### src/rtl/mem_line_arbiter.sv
// Two-client (I-cache / D-cache) line arbiter in front of a single memory adapter.
// Optional macro ARB_DCACHE_PRIO_EN: ties always grant D instead of round-robin.
module mem_line_arbiter #(
  parameter int ADDR_W = 32,
  parameter int LINE_W = 256
) (
  input  logic              clk,
  input  logic              rst,
  input  logic [ADDR_W-1:0] i_addr,
  input  logic              i_read,
  output logic [LINE_W-1:0] i_rdata,
  output logic              i_resp,
  input  logic [ADDR_W-1:0] d_addr,
  input  logic              d_read,
  input  logic              d_write,
  input  logic [LINE_W-1:0] d_wdata,
  output logic [LINE_W-1:0] d_rdata,
  output logic              d_resp,
  output logic [ADDR_W-1:0] m_addr,
  output logic              m_read,
  output logic              m_write,
  output logic [LINE_W-1:0] m_wdata,
  input  logic [LINE_W-1:0] m_rdata,
  input  logic              m_resp,
  output logic              busy
);

  typedef enum logic [1:0] {IDLE, SERVE_I, SERVE_D} state_t;

  state_t            state_q, state_d;
  logic              last_d_q, last_d_d;
  logic [ADDR_W-1:0] addr_q, addr_d;
  logic              rd_q, rd_d;
  logic              wr_q, wr_d;
  logic [LINE_W-1:0] wdata_q, wdata_d;

  logic i_req, d_req, grant_d;

  assign i_req = i_read;
  assign d_req = d_read | d_write;

`ifdef ARB_DCACHE_PRIO_EN
  assign grant_d = d_req;
`else
  // Round-robin: on a tie, D wins unless D was the last client served.
  assign grant_d = d_req & (~i_req | ~last_d_q);
`endif

  always_comb begin
    state_d  = state_q;
    last_d_d = last_d_q;
    addr_d   = addr_q;
    rd_d     = rd_q;
    wr_d     = wr_q;
    wdata_d  = wdata_q;
    unique case (state_q)
      IDLE: begin
        if (grant_d) begin
          state_d = SERVE_D;
          addr_d  = d_addr;
          // A combined read+write request is a write-back; the allocate comes later.
          wr_d    = d_write;
          rd_d    = d_read & ~d_write;
          wdata_d = d_wdata;
        end else if (i_req) begin
          state_d = SERVE_I;
          addr_d  = i_addr;
          rd_d    = 1'b1;
          wr_d    = 1'b0;
          wdata_d = '0;
        end
      end
      SERVE_I: begin
        if (m_resp) begin
          state_d  = IDLE;
          rd_d     = 1'b0;
          wr_d     = 1'b0;
          last_d_d = 1'b0;
        end
      end
      SERVE_D: begin
        if (m_resp) begin
          state_d  = IDLE;
          rd_d     = 1'b0;
          wr_d     = 1'b0;
          last_d_d = 1'b1;
        end
      end
      default: begin
        state_d = IDLE;
        rd_d    = 1'b0;
        wr_d    = 1'b0;
      end
    endcase
  end

  always_ff @(posedge clk or posedge rst) begin
    if (rst) begin
      state_q  <= IDLE;
      last_d_q <= 1'b0;
      addr_q   <= '0;
      rd_q     <= 1'b0;
      wr_q     <= 1'b0;
      wdata_q  <= '0;
    end else begin
      state_q  <= state_d;
      last_d_q <= last_d_d;
      addr_q   <= addr_d;
      rd_q     <= rd_d;
      wr_q     <= wr_d;
      wdata_q  <= wdata_d;
    end
  end

  // Downstream request comes only from the latched transaction; address is line-aligned.
  assign m_addr  = {addr_q[ADDR_W-1:5], 5'd0};
  assign m_read  = rd_q;
  assign m_write = wr_q;
  assign m_wdata = wdata_q;
  assign busy    = (state_q != IDLE);

  assign i_resp  = (state_q == SERVE_I) & m_resp;
  assign d_resp  = (state_q == SERVE_D) & m_resp;
  assign i_rdata = i_resp ? m_rdata : '0;
  assign d_rdata = d_resp ? m_rdata : '0;

endmodule

### config.mk
export PLATFORM = sky130hd
export DESIGN_NAME = mem_line_arbiter
export DESIGN_NICKNAME = d
export VERILOG_FILES = /design/src/rtl/mem_line_arbiter.sv
export SDC_FILE = /design/constraint.sdc
export NUM_CORES = 1
export LEC_CHECK = 0
export ABC_CLOCK_PERIOD_IN_PS = 16300
export BUFFER_PORTS_ARGS = -buffer_cell sky130_fd_sc_hd__buf_4
export CORE_AREA = 2 2 533 535
export DETAILED_ROUTE_END_ITERATION = 6
export DIE_AREA = 0 0 535 537
export HOLD_SLACK_MARGIN = 0.08
export SKIP_CTS_REPAIR_TIMING = 1
export SKIP_LAST_GASP = 1
export SLEW_MARGIN = 20
export SYNTH_ARGS = -nofsm -noshare
export SYNTH_HDL_FRONTEND = slang
export SYNTH_SLANG_ARGS = --single-unit
### constraint.sdc
create_clock -name clk -period 16.3 [get_ports clk]
set_input_delay 1.63 -clock clk [delete_from_list [all_inputs] [get_ports clk]]
set_output_delay 1.63 -clock clk [all_outputs]
set_load 0.02 [all_outputs]
==> results of run 1 <==
per-stage QoR:
step | utilization (%) | cell area, um^2 | setup WS (ps) | instances | hold slack [ps]
CTS | 10.6 | 29700 | 10280 | 6358 | 487
floorplan | - | 14200 | 6720 | 1350 | 474
global route | 10.6 | 29800 | 10300 | 6389 | 508
finish | 10.6 | 29800 | 10450 | 6408 | 480
global placement | 10.2 | 28600 | 10270 | 6299 | 465
detailed placement | 10.2 | 28600 | 10290 | 6299 | 473
routing by layer:
metal / global-route usage (%) / vias up
met5: 0 / -
met4: 5.18 / 16
met3: 7.81 / 306
met2: 22.1 / 1382
met1: 14.8 / 8469
li1: - / 7612
how the worst max path moves through the flow:
stage,to,slack (ps)
6_report,d_rdata[46],10450
5_1_grt,i_rdata[15],10300
4_1_cts,i_rdata[15],10280
3_5_place_dp,i_rdata[15],10290
3_3_place_gp,d_rdata[57],10270
2_1_floorplan,addr_q[10]$_DFFE_PP0P_,6720
critical path, stage by stage:
cell and delay (ps):
buf_8 490, buf_12 500, buf_6 650, and3_1 310, buf_4 210
placed cells by master (no fill, tap or decap), drive strengths merged, types with 2 or more instances in the layout:
master / n
clkbuf: 46
dfrtp: 288
mux2i: 27
nor3: 2
conb: 5
nor2: 2
clkinvlp: 3
a22o: 258
o21ai: 27
inv: 10
buf: 1389
a21o: 3
bufinv: 2
and3: 512
ha: 3
diode: 50
nand2: 30
clkinv: 3
flip-flops by register name, indices dropped and copies added, names as in the netlist:
signal / flops
addr_q: 27
m_wdata: 256
m_write: 1
last_d_q: 1
state_q: 2
m_read: 1
final cells by class:
| cell class | instances | share of cell area (%) |
|---|---|---|
| diodes | 50 | 0.420 |
| clock buffers | 46 | 3.21 |
| clock inverters | 13 | 0.520 |
| inverters | 5 | 0.0881 |
| multi-input cells | 874 | 20.7 |
| flip-flops and latches | 288 | 24.2 |
| well taps | 3743 | 15.7 |
| repair buffers | 1389 | 35.1 |
cell families (layout without fill, tap and decap cells):
| family | after synthesis | after routing | share of synthesized area [%] |
|---|---|---|---|
| buffers and inverters | 188 | 1453 | 5.93 |
| multiplexers | 27 | 27 | 1.91 |
| AND/OR/NAND/NOR | 548 | 548 | 23.6 |
| flip-flops | 288 | 288 | 50.9 |
| other | 1 | 55 | 0.0265 |
| AO/OA/AOI/OAI | 291 | 291 | 17.4 |
| adder cells (fa/ha/maj) | 3 | 3 | 0.265 |
power breakdown:
group	total, uW	internal (uW)	switching [uW]
clock	799	449	350
combinational	3000	990	2010
sequential	1210	1020	191
synth_stat cells, drive strengths merged:
| master | n |
|---|---|
| nor2 | 2 |
| nor3 | 2 |
| inv | 5 |
| o31ai | 1 |
| a21o | 3 |
| conb | 1 |
| mux2i | 27 |
| o2bb2ai | 1 |
| o21ai | 27 |
| and3 | 512 |
| ha | 3 |
| buf | 67 |
| nand2 | 30 |
| clkbuf | 116 |
| dfrtp | 288 |
| and2 | 1 |
| a22o | 258 |
| nor2b | 1 |
| a32o | 1 |
==> impl_metrics.tcl, run 1 <==
set metrics [dict create \
    ant_nets 0 \
    dp_hpwl_um 185000 \
    ir_worst_vdd_v 0.0000747 \
    crit_path_start "m_resp" \
    status "completed" \
    relSlewSlack_pct 31.7 \
    max_cap_violations 0 \
    crit_arrival_ps 4220 \
    leakage_uw 0.0157 \
    clk_pin_slew_ps 60 \
    ys_seq_area_share_pct 50.9 \
    post_drt_wl_per_cell_um 32.5 \
    hold_path_end "addr_q[6]$_DFFE_PP0P_" \
    hold_viol 0 \
    finClkSkew_ps 43.5 \
    grt_pass1_vias 17300 \
    antenna_found_initial 151 \
    synth_top_area_cell "dfrtp_1" \
    register_area_um2 7210 \
    rsz0062_at_grt "no" \
    pin_count 1387 \
    dr.first_iter.drc_count 1447 \
    port_buffers 1371 \
    yosys-top-cells-area "dfrtp_1 (51%), and3_1 (23%), a22o_1 (16%)" \
    setup_viol 0 \
    die_w_um 535 \
    dieArea_um2 287000 \
    clock_path_buffers 3 \
    nFillCells 32600 \
    wl_met1_um 75900 \
    worstReg2RegEnd "m_wdata[105]$_DFFE_PP0P_" \
    initial_core_util_pct 5.03 \
    whs_path_depth 2 \
    core_area_um2 281000 \
    rr_worst_depth 7 \
    syn_area_per_cell_um2 10.5 \
    multi_input_area_um2 6180 \
    grt_first_pass_wirelength_um 244000 \
    cts.sinks 288 \
    cts_tree "done" \
    syn_inst 1346 \
    maxClockFrequency_ghz 0.171 \
    area_delta_synth_final_pct 111 \
    dr_wl_met2_um 94400 \
    cellPowerDensity_nw_per_um2 168 \
    worst_pin_slew_ps 1020 \
    synth_top_area_share_pct 50.9 \
    r2r_slack_ps 12540 \
    overflow 0 \
    grt_start_max_net_pins 170 \
    cts_buffers 34 \
    vias_per_cell 2.78 \
    num_vias 17800 \
    grt.total_usage_pct 13.7 \
    yosysWarnings 0 \
    cp-end-kind "primary output" \
    min_from "addr_q[6]$_DFFE_PP0P_" \
    slew_viol_final 0 \
    drive_gt1_share_pct 55.3 \
    ys_ff_latch 288 \
    drc 0 \
    worst-setup-path-type "in2out" \
    maxUsedRoutingLayer "met5" \
    clock_latency_ps 600 \
    finalSetupTns_ps 0 \
    dr_wl_met3_um 28900 \
    fin_nets 3177 \
    netlist_area_um2 14200 \
    ys_types 21 \
    cts_root_buf "clkbuf_16" \
    cp.required_ps 14670 \
    htree_levels 2 \
    routed_wirelength_um 208000 \
    finalCriticalPeriod_ps 5850 \
    cp-start-kind "input port" \
    power_uw 5010 \
    first_pass_iters 5 \
    routabilityCongestion 1.02 \
    fin_crit_sh_pct 35.9 \
    fp.dieH_um 537 \
    r2r_start "state_q[0]$_DFFE_PP0P_" \
    holdCritPathClass "reg2reg" \
    rows 195 \
    cp_max_fo 169 \
]
Power figures use the tool's default switching activity.
==> inputs of run 2 (changes only) <==
--- a/config.mk
+++ b/config.mk
@@ -5,11 +5,11 @@
 export SDC_FILE = /design/constraint.sdc
 export NUM_CORES = 1
 export LEC_CHECK = 0
-export ABC_CLOCK_PERIOD_IN_PS = 16300
+export ABC_CLOCK_PERIOD_IN_PS = 5800
 export BUFFER_PORTS_ARGS = -buffer_cell sky130_fd_sc_hd__buf_4
-export CORE_AREA = 2 2 533 535
+export CORE_AREA = 2 2 538 540
 export DETAILED_ROUTE_END_ITERATION = 6
-export DIE_AREA = 0 0 535 537
+export DIE_AREA = 0 0 540 542
 export HOLD_SLACK_MARGIN = 0.08
 export SKIP_CTS_REPAIR_TIMING = 1
 export SKIP_LAST_GASP = 1
==> constraint.sdc (replaced) <==
create_clock -name clk -period 5.8 [get_ports clk]
set_input_delay 0.58 -clock clk [delete_from_list [all_inputs] [get_ports clk]]
set_output_delay 0.58 -clock clk [all_outputs]
set_load 0.02 [all_outputs]
==> run 2 against run 1 <==
Net effect: clock power grew to 2.5 times the previous value; register-to-register slack got worse by 9300 ps; sequential cell count is the same; sequential power grew to 2.8 times the previous value; die area is 1.9% higher; non-clock buffer count is 5 higher; combinational power increased to 2.8 times the previous value; first-iteration DRC count rose by 0.35%; worst hold slack worse by 330 ps; highest routed layer unchanged.
==> impl_metrics.tcl, run 2 (synthesis results as in run 1) <==
set metrics [dict create \
    placement.cell_area_um2 28700 \
    antenna_found_initial 118 \
    slew_viol_final 0 \
    r2r_slack_ps 3280 \
    port_buffers 1371 \
    routabilityCongestion 0.959 \
    die_w_um 540 \
    grt.total_usage_pct 12.8 \
    cts.sinks 288 \
    clock_path_buffers 3 \
    worst_pin_slew_ps 1030 \
    whs_path_depth 2 \
    grt_pass1_vias 17300 \
    max_cap_violations 0 \
    dieArea_um2 293000 \
    htree_levels 1 \
    final_area_um2 29800 \
    clk_pin_slew_ps 70 \
    most-common-layout-cells "buf_4 (1381), and3_1 (512), dfrtp_1 (288)" \
    finalCriticalPeriod_ps 3750 \
    cp.required_ps 5220 \
    cp-end-kind "primary output" \
    routed_wirelength_um 198000 \
    post_drt_wl_per_cell_um 30.8 \
    vias_per_cell 2.72 \
    status "completed" \
    rsz0062_at_grt "no" \
    crit_arrival_ps 3170 \
    worstReg2RegEnd "m_wdata[126]$_DFFE_PP0P_" \
    grt_start_max_net_pins 174 \
    clock_latency_ps 640 \
    rows 197 \
    ant_nets 0 \
    cp_max_fo 73 \
    ir_worst_vdd_v 0.000326 \
    drc 0 \
    setup_viol 0 \
    crit_path_start "state_q[1]$_DFFE_PP0P_" \
    overflow 0 \
    r2r_start "state_q[0]$_DFFE_PP0P_" \
    pin_count 1387 \
    fin_nets 3179 \
    holdCritPathClass "in2reg" \
    area_delta_synth_final_pct 111 \
    grt_first_pass_wirelength_um 235000 \
    fin_crit_sh_pct 64.7 \
    core_area_um2 287000 \
    cp-start-kind "flip-flop" \
    dp_hpwl_um 176000 \
    finalSetupTns_ps 0 \
    drive_gt1_share_pct 55.3 \
    hold_viol 0 \
    cellPowerDensity_nw_per_um2 463 \
    worst-setup-path-type "reg2out" \
    finClkSkew_ps 18.5 \
    final_common_cell "buf_4" \
    maxClockFrequency_ghz 0.267 \
    first_pass_iters 6 \
    largest_reg_flops 256 \
    leakage_uw 0.0156 \
    relSlewSlack_pct 31.4 \
    num_vias 17500 \
    cts_tree "done" \
    cts_buffers 31 \
    endpoint "i_rdata[248]" \
    initial_core_util_pct 4.94 \
    dr.first_iter.drc_count 1452 \
    fp.dieH_um 542 \
    rr_worst_depth 7 \
    cts_root_buf "clkbuf_16" \
]
## run 2: cell types whose count changed in the layout (fill, tap and decap cells not counted), moves of 2 or more
cell        previous run  this run
diode_2               50        36
clkbuf_1               7        10
clkinvlp_4             3         6
buf_4               1384      1381
clkbuf_16             35        31
buf_12                 3        11
inv_6                  3         1
## run 2: worst min path at each step
stage | endpoint | slack, ps | startpoint
final | m_wdata[120]$_DFFE_PP0P_ | 150 | d_wdata[120]
after global routing | m_wdata[253]$_DFFE_PP0P_ | 100 | d_wdata[253]
after CTS | m_wdata[184]$_DFFE_PP0P_ | 30 | rst
after detailed placement | addr_q[18]$_DFFE_PP0P_ | 470 | addr_q[18]$_DFFE_PP0P_
after global placement | addr_q[15]$_DFFE_PP0P_ | 470 | addr_q[15]$_DFFE_PP0P_
after floorplan | last_d_q$_DFFE_PP0P_ | 470 | last_d_q$_DFFE_PP0P_
## run 2: critical path, stage by stage, from the launching register on
cell     delay, ps
dfrtp_1        420
inv_1          120
ha_4           550
buf_4          760
and3_1         270
buf_4          180
## run 2: cell type report
type                            instances  area, um^2
Multi-Input combinational cell        874        6180
Fill cell                           33300      257000
Timing Repair Buffer                 1394       10600
Clock buffer                           44         855
Inverter                                5        22.5
Tap cell                             3781        4730
Clock inverter                         13         131
Antenna cell                           36        90.1
Sequential cell                       288        7210
## run 2: metal layers
metal	part of all wire (%)	wire length (um)	global-route usage, %
met1	35	69300	13.3
met2	47	92600	21.4
met3	14	27800	7.22
met4	4.1	8040	4.52
met5	0.094	187	0
## run 2: power by group
part	switching, uW	internal, uW
combinational	5570	2840
sequential	519	2860
clock	949	1080
total	7040	6780
## run 2: through the flow
step | hold WS, ps | utilization [%] | setup slack [ps] | instances | total power (uW)
after floorplan | 474 | - | 1400 | 1350 | 7010
after global placement | 466 | 10.0 | 2660 | 6341 | 12000
after detailed placement | 473 | 10.0 | 2670 | 6341 | 12000
after CTS | 28.1 | 10.4 | 1940 | 6398 | 14200
after global routing | 101 | 10.4 | 1860 | 6422 | 14700
final | 148 | 10.4 | 2050 | 6435 | 13800
